<file path="config.mk">
export PLATFORM = sky130hd
export DESIGN_NAME = if_prefetch_stage
export DESIGN_NICKNAME = d
export VERILOG_FILES = /design/src/rtl/if_prefetch_stage.sv
export SDC_FILE = /design/constraint.sdc
export NUM_CORES = 1
export LEC_CHECK = 0
export ABC_AREA = 1
export CAP_MARGIN = 20
export CORE_MARGIN = 2
export CORE_UTILIZATION = 35
export CTS_BUF_LIST = sky130_fd_sc_hd__clkbuf_16
export DETAILED_ROUTE_END_ITERATION = 6
export PLACE_DENSITY = 0.59
export SLEW_MARGIN = 20
export SYNTH_ARGS = -nofsm -noshare
export SYNTH_HDL_FRONTEND = slang
export SYNTH_SLANG_ARGS = --single-unit
</file>
<file path="constraint.sdc">
create_clock -name clk -period 6.35 [get_ports clk]
set_input_delay 1.27 -clock clk [delete_from_list [all_inputs] [get_ports clk]]
set_output_delay 1.27 -clock clk [all_outputs]
set_load 0.02 [all_outputs]
</file>
<file path="src/rtl/if_prefetch_stage.sv">
// rtl/if_prefetch_stage.sv - decoupled fetch front end: credit-limited imem requests,
// prefetch queue, RAW hold on the queue head and redirect flush.
module if_prefetch_stage #(
  parameter int XLEN = 32,
  parameter int FETCH_DEPTH = 4,
  parameter int NUM_HAZ = 3,
  parameter logic [XLEN-1:0] RESET_PC = '0
) (
  input  logic                 clk,
  input  logic                 rst,
  output logic                 imem_req_valid,
  input  logic                 imem_req_ready,
  output logic [XLEN-1:0]      imem_req_addr,
  input  logic                 imem_rsp_valid,
  input  logic [31:0]          imem_rsp_data,
  input  logic                 redirect_valid,
  input  logic [XLEN-1:0]      redirect_pc,
  input  logic [NUM_HAZ*5-1:0] haz_rd,
  output logic                 if_valid_out,
  input  logic                 if_ready_in,
  output logic [XLEN-1:0]      if_PC_out,
  output logic [XLEN-1:0]      if_NPC_out,
  output logic [31:0]          if_IR_out
);
  localparam int CW = $clog2(FETCH_DEPTH + 1);
  localparam int PW = $clog2(FETCH_DEPTH);
  localparam logic [31:0] NOOP = 32'h0000_0013;
  localparam logic [CW+1:0] DEPTH_W = (CW + 2)'(FETCH_DEPTH);

  logic [31:0]     ir_q [FETCH_DEPTH];
  logic [XLEN-1:0] pc_q [FETCH_DEPTH];
  logic [XLEN-1:0] fetch_pc, rsp_pc;
  logic [PW-1:0]   head, tail;
  logic [CW-1:0]   count, outstanding, drop, drop_on_redirect;
  logic [CW+1:0]   credit;
  logic            req_fire, rsp_drop, rsp_keep, push, pop;
  logic            use_rs1, use_rs2, hazard;
  logic [31:0]     head_ir;
  logic [4:0]      rs1, rs2;
  logic            unused_redirect_lsb;

  assign unused_redirect_lsb = ^redirect_pc[1:0];

  // Responses still owed to a flushed path keep holding credit until they come back.
  assign credit = {2'b00, outstanding} + {2'b00, count} + {2'b00, drop};
  assign imem_req_valid = !rst && !redirect_valid && (credit < DEPTH_W);
  assign imem_req_addr  = fetch_pc;
  assign req_fire = imem_req_valid && imem_req_ready;
  assign rsp_drop = imem_rsp_valid && (drop != '0);
  assign rsp_keep = imem_rsp_valid && (drop == '0);
  assign push     = rsp_keep && !redirect_valid && !rst;
  assign pop      = if_valid_out && if_ready_in;
  assign drop_on_redirect = drop + outstanding + CW'(req_fire) - CW'(rsp_keep) - CW'(rsp_drop);

  always_comb begin
    head_ir = ir_q[head];
    rs1 = head_ir[19:15];
    rs2 = head_ir[24:20];
    use_rs1 = 1'b0;
    use_rs2 = 1'b0;
    case (head_ir[6:0])
      7'b0110011, 7'b0100011, 7'b1100011: begin
        use_rs1 = 1'b1;
        use_rs2 = 1'b1;
      end
      7'b0010011, 7'b0000011, 7'b1100111: use_rs1 = 1'b1;
      default: ;
    endcase
    hazard = 1'b0;
    for (int i = 0; i < NUM_HAZ; i++) begin
      if (use_rs1 && rs1 != 5'd0 && rs1 == haz_rd[5*i +: 5]) hazard = 1'b1;
      if (use_rs2 && rs2 != 5'd0 && rs2 == haz_rd[5*i +: 5]) hazard = 1'b1;
    end
  end

  always_comb begin
    if_valid_out = (count != '0) && !hazard && !redirect_valid;
    if_IR_out  = NOOP;
    if_PC_out  = '0;
    if_NPC_out = '0;
    if (if_valid_out) begin
      if_IR_out  = head_ir;
      if_PC_out  = pc_q[head];
      if_NPC_out = pc_q[head] + XLEN'(4);
    end
  end

  always_ff @(posedge clk) begin
    if (push) begin
      ir_q[tail] <= imem_rsp_data;
      pc_q[tail] <= rsp_pc;
    end
  end

  // rsp_pc is the PC of the next kept response: kept responses are always on the
  // current, sequential path, so a running counter replaces a per-request PC FIFO.
  always_ff @(posedge clk) begin
    if (rst) begin
      fetch_pc    <= {RESET_PC[XLEN-1:2], 2'b00};
      rsp_pc      <= {RESET_PC[XLEN-1:2], 2'b00};
      head        <= '0;
      tail        <= '0;
      count       <= '0;
      outstanding <= '0;
      drop        <= '0;
    end else if (redirect_valid) begin
      fetch_pc    <= {redirect_pc[XLEN-1:2], 2'b00};
      rsp_pc      <= {redirect_pc[XLEN-1:2], 2'b00};
      head        <= '0;
      tail        <= '0;
      count       <= '0;
      outstanding <= '0;
      drop        <= drop_on_redirect;
    end else begin
      if (req_fire) fetch_pc <= fetch_pc + XLEN'(4);
      outstanding <= outstanding + CW'(req_fire) - CW'(rsp_keep);
      if (rsp_drop) drop <= drop - CW'(1);
      if (push) begin
        tail   <= tail + PW'(1);
        rsp_pc <= rsp_pc + XLEN'(4);
      end
      if (pop) head <= head + PW'(1);
      count <= count + CW'(push) - CW'(pop);
    end
  end
endmodule

</file>
==> results of run 1 <==
-- report_power, final --
part,switching (uW),internal (uW)
clock,861,1240
combinational,343,234
sequential,77.0,2360
-- per-stage QoR --
step	total power, uW	cells
floorplan	2820	1764
detailed placement	3060	2512
finish	5110	2579
global route	5320	2579
global placement	3040	2512
CTS	5160	2579
-- area by class of cell --
cell class              count  area share [%]
repair buffers            226            11.2
flip-flops and latches    323            45.0
inverters                 164            3.10
multi-input cells        1199            30.9
clock buffers              39            4.90
well taps                 600            3.77
clock inverters            28            1.09
-- worst reg2reg max path: cells and delay by family (launching register included) --
family	cells	cell delay, ns
simple gates	8	0.98
buf+inv	3	0.89
fa+ha+maj	3	0.83
flops	1	0.52
compound gates	1	0.28
xor+xnor	1	0.16
-- synth_stat cells (all sizes together), types with 9 or more instances --
master / n / share of area (%)
dfxtp: 75 / 9.3
buf: 55 / 2.5
xnor2: 19 / 1.0
nand3: 135 / 4.2
a31oi: 25 / 0.97
inv: 161 / 3.7
nor3: 28 / 0.97
nor2: 181 / 4.3
ha: 17 / 1.3
nand2: 482 / 11
a211oi: 18 / 1.0
xor2: 45 / 2.4
o21ai: 55 / 1.7
nand4: 24 / 0.93
clkbuf: 23 / 0.53
a32oi: 9 / 0.91
a21oi: 84 / 2.6
edfxtp: 248 / 46
o211ai: 12 / 0.56
-- how the worst max path moves through the flow --
| stage | from | to | cells after the start |
|---|---|---|---|
| floorplan | redirect_valid | ir_q[0][0] | 6 |
| finish | register | if_NPC_out[24] | 16 |
| global placement | haz_rd[6] | if_NPC_out[19] | 13 |
| CTS | register | if_NPC_out[24] | 16 |
| detailed placement | haz_rd[6] | if_NPC_out[19] | 13 |
| global route | register | if_NPC_out[24] | 16 |
-- flip-flops by register name, summed over array words and instances, names as in the netlist, named ones only --
name / cells
ir_q: 128
tail: 2
outstanding: 3
head: 2
imem_req_addr: 30
rsp_pc: 30
count: 3
pc_q: 120
drop: 3
-- logic make-up (layout without fill, tap and decap cells) --
| group | after synthesis | in the layout | share of synthesized area [%] |
|---|---|---|---|
| fa+ha+maj | 25 | 25 | 2.31 |
| compound gates | 220 | 220 | 8.65 |
| simple gates | 884 | 884 | 23.3 |
| flops | 323 | 323 | 55.4 |
| other cells | 1 | 6 | 0.0232 |
| xor+xnor | 64 | 64 | 3.47 |
| buf+inv | 242 | 457 | 6.83 |
-- per-layer routing --
metal | part of all wire (%) | vias up
li1 | - | 6316
met5 | 0 | -
met3 | 6.0 | 56
met1 | 48 | 6130
met2 | 45 | 404
met4 | 1.6 | 0
==> metrics, run 1 <==
Leak Pwr 0.00767 uW; post-CTS setup buffer count 0; Initial Util approximately 36%; Finished Core Util between 40% and 50%; placed inst area between 15000 and 20000 sq um; die width roughly 220 um; DP Worst Slack around 0.8 ns; Detailed Route Iter0 Violations between 1000 and 1500; CORE AREA around 45000 sq um; share of layout cells above drive strength 1 roughly 6.6%; Nets ~2000; Final Skew ~0.012 ns; Post-CTS Hold Fix Bufs 0; clk sinks ~320; hpwl dp between 30000 and 40000 um; Routed Antenna Nets 0; async set or reset register ratio after synthesis 0%; Worst R2R End count[2]; M1 GR Usage a little over a quarter; grt ovf 0; maximum level of the CTS H-tree 2; CTS tree yes; M3 GR Usage under 10%; Post-Syn Instances ~1800; synthesis-to-layout area growth 23.2%; Max Slew Vio Count 0; hold_sp head[1]; most common cell after layout, fill and taps aside nand2_1; hold crit path type register to register; Post-Route Setup TNS 0 ns; pwr dens approximately 260 nW/um^2; die height roughly 220 um; fmax 168 MHz; vias in the first global route 12387; Fin. Hold Viols 0; routed vias/inst about 5; Worst-Margin Slew between 1 and 1.5 ns; CP bufs+invs 2; CP cell instances buf_4 > nand2_1 > nand3_1 > and2_1 > ha_1 > nand2_1 > nor2_2 > nand2_2 > nor2_4 > nand3_2 > nor3_4 > nand3b_1 > nand2_1 > nand2_1 > nor2_1 > clkdlybuf4s50_1; Buffers on Ports 206; Tmin final around 6.0 ns; post-DR wirelength/cell 17.6 um; I/O pin count approximately 220; RSZ-0062 raised after global routing no; DR vias between 10000 and 15000; final RePlAce weighted congestion 0.872; antenna violations before repair 0; Syn Area/Cell between 9 and 10 sq um; final hold slack about 0.5 ns; Primary FF master, synth edfxtp_1; CTS Buf Count 37; fin worst setup slack ~0.39 ns; register area share after synthesis between 50 and 60%; CP required between 5 and 6 ns; first-pass GRT wire length ~70000 um; CP startpoint kind register; commonest non-fill, non-tap cells in the layout nand2_1, edfxtp_1, clkdlybuf4s50_1; Die Footprint between 40000 and 50000 sq um; final setup fails 0; Worst R2R Path Depth 16; Syn Std Cell Area about 16000 sq um; Crit path arrival time between 4 and 5 ns; number of enable flip-flop cells after synthesis approximately 250; area of the multi-input gates 6150 sq um; relative slew slack roughly 30%; status complete, no violations; yosys warns 0; cell family with most CP delay simple AND/OR/NAND/NOR gates; drt drc 0; Detailed Route WL between 40000 and 50000 um; First-pass DRT Iterations 5; slowest CP cell buf_4; MaxCap Viol Count 0; Total GRT Usage between 10% and 20%; Worst Path Max Fanout 76; most used cell, CP nand2_1; clk buf depth 3; Antenna diodes 0; post-cts sizing count 0; largest net degree at the start of global routing about 110; worst setup path class register to primary output; R2R Setup Slk 2.53 ns; clock-pin slew on the worst setup and hold paths around 0.060 ns; cell area after layout 19900 sq um; fill count 4430; num rows 78; Reg area between 8000 and 9000 sq um; fin crit share between 90% and 100%; Clock Latency Late Sink around 0.53 ns; crit path capture type primary output; Hold Path Stages 2; Root Buffer clkbuf_16; worst vdd ir 0.171 mV; CP peak stage delay roughly 0.76 ns; GR peak layer met2; Global Route met2 Usage between 20 and 30%; synth unique cells 55; Seq cells post-synth 323
No activity file was read; power rests on OpenSTA's default activity.
==> run 2: changes to the inputs <==
--- a/config.mk
+++ b/config.mk
@@ -9,8 +9,8 @@
 export CAP_MARGIN = 20
 export CORE_MARGIN = 2
 export CORE_UTILIZATION = 35
-export CTS_BUF_LIST = sky130_fd_sc_hd__clkbuf_16
 export DETAILED_ROUTE_END_ITERATION = 6
+export HOLD_SLACK_MARGIN = 0.12
 export PLACE_DENSITY = 0.59
 export SLEW_MARGIN = 20
 export SYNTH_ARGS = -nofsm -noshare
==> metrics, run 2 (synthesis gave the netlist of run 1 again) <==
status complete, no violations; antenna violations before repair 0 (unchanged); Nets 2061 (unchanged); Overall Power 5130 uW (+0.50%); Finished Core Util 43.8% (about the same); Tmin final 5.96 ns (-0.00765 ns); post-cts sizing count 0 (unchanged); CTS tree yes; DR vias 12917 (+0.085%); die height 219 um (unchanged); Worst Path Max Fanout 76 (unchanged); routed vias/inst 5.01 (about the same); Total GRT Usage 18.8% (unchanged); Post-CTS Hold Fix Bufs 0 (unchanged); post-DR wirelength/cell 17.6 um (about the same); Antenna diodes 0 (unchanged); Routed Antenna Nets 0 (unchanged); synthesis-to-layout area growth 23.3% (about the same); Hold Path Stages 2 (unchanged); clk sinks 323 (unchanged); Buffers on Ports 206 (unchanged); relative slew slack 30.0% (+0.25 points); Clk network pwr share 41.3% (+0.2 points); share of layout cells above drive strength 1 6.62% (+0.051 points); largest net degree at the start of global routing 109 (unchanged); CTS Buf Count 37 (unchanged); Fin. Hold Viols 0 (unchanged); commonest non-fill, non-tap cells in the layout nand2_1, edfxtp_1, clkdlybuf4s50_1; maximum level of the CTS H-tree 2 (unchanged); hpwl dp 30200 um (unchanged); Detailed Route Iter0 Violations 1050 (-0.94%); Comb power frac 11.2% (about the same); worst setup path class register to primary output; Root Buffer clkbuf_16; biggest regs ir_q x128, pc_q x120; clock-pin slew on the worst setup and hold paths 0.06 ns (about the same); Die Footprint 47900 sq um (unchanged); worst vdd ir 0.170 mV (-0.31%); GR peak layer met2; clk buf depth 3 (unchanged); CORE AREA 45500 sq um (unchanged); drt drc 0 (unchanged); Sw Share 25.0% (-0.12 points); hold crit path type register to register; First-pass DRT Iterations 5 (unchanged); number of flip-flops in the largest register 128 (unchanged); most common cell after layout, fill and taps aside nand2_1; die width 219 um (unchanged); Max Slew Vio Count 0 (unchanged); final setup fails 0 (unchanged); final RePlAce weighted congestion 0.872 (unchanged); Sw Pwr 1280 uW (about the same); Worst R2R Path Depth 18 (+2); Global Route met2 Usage 30.0% (unchanged); Largest Register ir_q; first-pass GRT wire length 70000 um (about the same); I/O pin count 215 (unchanged); hold_sp head[1]; Int Power 3850 uW (+0.66%); Initial Util 35.5% (unchanged); CP required 5.08 ns (about the same); Crit path arrival time 4.69 ns (about the same); M1 GR Usage 27.1% (unchanged); Worst-Margin Slew 1.05 ns (-0.00374 ns); vias in the first global route 12384 (-0.024%); Clock Latency Late Sink 0.53 ns (about the same); grt ovf 0 (unchanged); R2R Setup Slk 2.52 ns (about the same); Worst R2R End count[2]; CP startpoint kind register; Leak Pwr 0.00764 uW (-0.36%); M3 GR Usage 2.62% (unchanged); fin crit share 93.8% (-0.12 points); Post-Route Setup TNS 0 ns (unchanged); crit path capture type primary output; dpl cells 2512 (unchanged); Post-Layout Cell Count 2579 (unchanged); post-CTS setup buffer count 0 (unchanged); Reg power frac 47.4% (-0.3 points); num rows 78 (unchanged); MaxCap Viol Count 0 (unchanged); RSZ-0062 raised after global routing no; pwr dens 258 nW/um^2 (+0.45%); fmax 168 MHz (+0.13%); Detailed Route WL 45400 um (about the same); Final Skew 0.0133 ns (+0.00157 ns)
run 2: critical path: stages, from the launching register on:
cell             delay (ns)
dfxtp_4                0.52
buf_4                  0.75
nand2_1                0.10
nand3_1                0.11
and2_1                 0.40
ha_1                   0.26
nand2_1                0.09
nor2_2                 0.15
nand2_2                0.11
nor2_4                 0.14
nand3_2                0.13
nor3_4                 0.26
nand3b_1               0.15
nand2_1                0.08
nand2_1                0.05
nor2_1                 0.16
clkdlybuf4s50_1        0.64
run 2: final cells by class:
class / count / area [sq um]
fill: 4429 / 25600
sequential: 323 / 8950
multi-input combinational: 1199 / 6150
timing repair buffer: 226 / 2240
clock buffer: 48 / 1020
tap: 600 / 751
inverter: 164 / 617
clock inverter: 19 / 184
run 2: per-layer routing:
metal	vias up	part of all wire [%]	routed length [um]
met5	-	0	0
met4	0	1.6	717
met3	58	5.8	2620
met2	396	45	20500
met1	6139	48	21600
li1	6324	-	-
run 2: worst max path at each step:
stage / start / to / cells past startpoint
after global placement: haz_rd[6] / if_NPC_out[19] / 13
after floorplan: redirect_valid / ir_q[0][0] / 6
after detailed placement: haz_rd[6] / if_NPC_out[19] / 13
after CTS: register / if_NPC_out[24] / 16
after global routing: register / if_NPC_out[24] / 16
final: register / if_NPC_out[24] / 16
run 2: through the flow:
step,instance area (sq um),worst slack (ns),hold slack [ns]
6_report,19900,0.394,0.500
3_3_place_gp,18700,0.815,0.482
3_5_place_dp,18700,0.801,0.501
4_1_cts,19900,0.378,0.500
2_1_floorplan,16200,1.04,0.466
5_1_grt,19900,0.0278,0.523
run 2: power groups by stage:
stage	combinational, uW	clock (uW)	sequential, uW
6_report	577	2120	2430
3_5_place_dp	578	0	2480
2_1_floorplan	349	0	2470
4_1_cts	580	2170	2430
5_1_grt	649	2260	2450
3_3_place_gp	566	0	2470
==> run 3: changes to the inputs <==
--- a/config.mk
+++ b/config.mk
@@ -10,6 +10,7 @@
 export CORE_MARGIN = 2
 export CORE_UTILIZATION = 35
 export DETAILED_ROUTE_END_ITERATION = 6
+export GPL_ROUTABILITY_DRIVEN = 0
 export HOLD_SLACK_MARGIN = 0.12
 export PLACE_DENSITY = 0.59
 export SLEW_MARGIN = 20
==> metrics, run 3 (synthesis gave the netlist of run 1 again) <==
Global Route met2 Usage 29.3% (-0.65 points); Tmin final 5.95 ns (-0.00672 ns); relative slew slack 30.3% (+0.31 points); die height 219 um (unchanged); fmax 168 MHz (+0.11%); routed vias/inst 5.00 (-0.13%); clock-pin slew on the worst setup and hold paths 0.05 ns (about the same); M3 GR Usage 3.65% (+1.0 points); commonest non-fill, non-tap cells in the layout nand2_1, edfxtp_1, clkdlybuf4s50_1; post-DR wirelength/cell 17.5 um (-0.72%); Leak Pwr 0.00765 uW (+0.11%); Fin. Hold Viols 0 (unchanged); CORE AREA 45500 sq um (unchanged); worst vdd ir 0.155 mV (-9.0%); I/O pin count 215 (unchanged); Buffers on Ports 206 (unchanged); most common cell after layout, fill and taps aside nand2_1; fin crit share 93.7% (-0.11 points); CTS tree yes; post-cts sizing count 0 (unchanged); DR vias 12880 (-0.29%); Comb power frac 11.2% (about the same); pwr dens 258 nW/um^2 (+0.25%); Total GRT Usage 18.7% (-0.099 points); antenna violations before repair 1 (+1); Root Buffer clkbuf_16; vias in the first global route 12196 (-1.5%); Clk network pwr share 41.5% (+0.2 points); hpwl dp 29700 um (-1.7%); R2R Setup Slk 2.49 ns (-0.03 ns); CP required 5.08 ns (about the same); First-pass DRT Iterations 6 (+1); Final Skew 0.0221 ns (+0.00885 ns); Die Footprint 47900 sq um (unchanged); M1 GR Usage 26.4% (-0.70 points); crit path capture type primary output; GR peak layer met2; Max Slew Vio Count 0 (unchanged); fill count 4413 (-0.36%); Worst Path Max Fanout 75 (-1.3%); Int Power 3880 uW (+0.64%); share of layout cells above drive strength 1 6.53% (-0.085 points); Post-CTS Hold Fix Bufs 0 (unchanged); MaxCap Viol Count 0 (unchanged); Routed Antenna Nets 0 (unchanged); Sw Pwr 1280 uW (-0.55%); Nets 2058 (-0.15%); Sw Share 24.7% (-0.22 points); first-pass GRT wire length 69400 um (-0.76%); drt drc 0 (unchanged); Reg power frac 47.2% (-0.2 points); biggest regs ir_q x128, pc_q x120; Initial Util 35.5% (unchanged); largest net degree at the start of global routing 76 (-30%); CP startpoint kind register; Detailed Route WL 45000 um (-0.88%); final setup fails 0 (unchanged); clk sinks 323 (unchanged); num rows 78 (unchanged); Post-Route Setup TNS 0 ns (unchanged); RSZ-0062 raised after global routing no; worst setup path class register to primary output; synthesis-to-layout area growth 23.4%; Largest Register ir_q; clk buf depth 3 (unchanged); status complete, no violations; Crit path arrival time 4.68 ns (about the same); number of flip-flops in the largest register 128 (unchanged); die width 219 um (unchanged); Finished Core Util 43.8% (+0.044 points); hold crit path type register to register; Clock Latency Late Sink 0.55 ns (+0.02 ns); Worst-Margin Slew 1.04 ns (-0.0110 ns); post-CTS setup buffer count 0 (unchanged); maximum level of the CTS H-tree 2 (unchanged); CTS Buf Count 36 (-2.7%); Detailed Route Iter0 Violations 945 (-10%); grt ovf 0 (unchanged)
run 3: final cells by class:
type	instances	area, sq um	share of cell area [%]
Clock buffer	50	1010	5.09
Timing Repair Buffer	224	2250	11.3
Tap cell	600	751	3.77
Sequential cell	323	8950	44.9
Multi-Input combinational cell	1199	6150	30.9
Antenna cell	1	2.50	0.0126
Clock inverter	14	188	0.941
Inverter	164	618	3.10
run 3: through the flow:
stage	area (sq um)	total power (uW)	hold WS [ns]	std cells	setup WS, ns
2_1_floorplan	16200	2820	0.466	1764	1.04
4_1_cts	19900	5210	0.511	2574	0.123
3_3_place_gp	18700	3040	0.482	2510	0.734
6_report	19900	5150	0.515	2575	0.401
3_5_place_dp	18700	3060	0.503	2510	0.716
5_1_grt	19900	5360	0.551	2574	0.0230
run 3: final timing paths:
check                        end     start  cells after the start
hold reg to reg         register   head[1]                      2
setup reg to reg        count[2]  register                     17
hold / removal          register   head[1]                      2
setup / recovery  if_NPC_out[19]  register                     14
run 3: layer usage:
layer,vias to the layer above,routed length (um)
met2,435,20200
met4,0,942
met3,64,3050
met1,6076,20900
li1,6305,-
met5,-,0
run 3: critical path: stages, from the launching register on:
cell,delay (ns)
dfxtp_4,0.69
buf_6,0.57
nand2_1,0.11
nand3_1,0.15
nand2_1,0.17
o21ai_0,0.19
nor2_1,0.06
nand3_1,0.08
nand3_1,0.12
a21oi_2,0.33
nand2_4,0.26
clkinv_1,0.34
nand2_1,0.09
a21oi_1,0.28
clkdlybuf4s50_1,0.67
run 3: power by group through the flow:
| stage | Clock (uW) | Sequential [uW] | Combinational, uW |
|---|---|---|---|
| 2_1_floorplan | 0 | 2470 | 349 |
| 3_3_place_gp | 0 | 2470 | 566 |
| 3_5_place_dp | 0 | 2480 | 580 |
| 4_1_cts | 2200 | 2430 | 583 |
| 5_1_grt | 2270 | 2450 | 650 |
| 6_report | 2140 | 2430 | 578 |
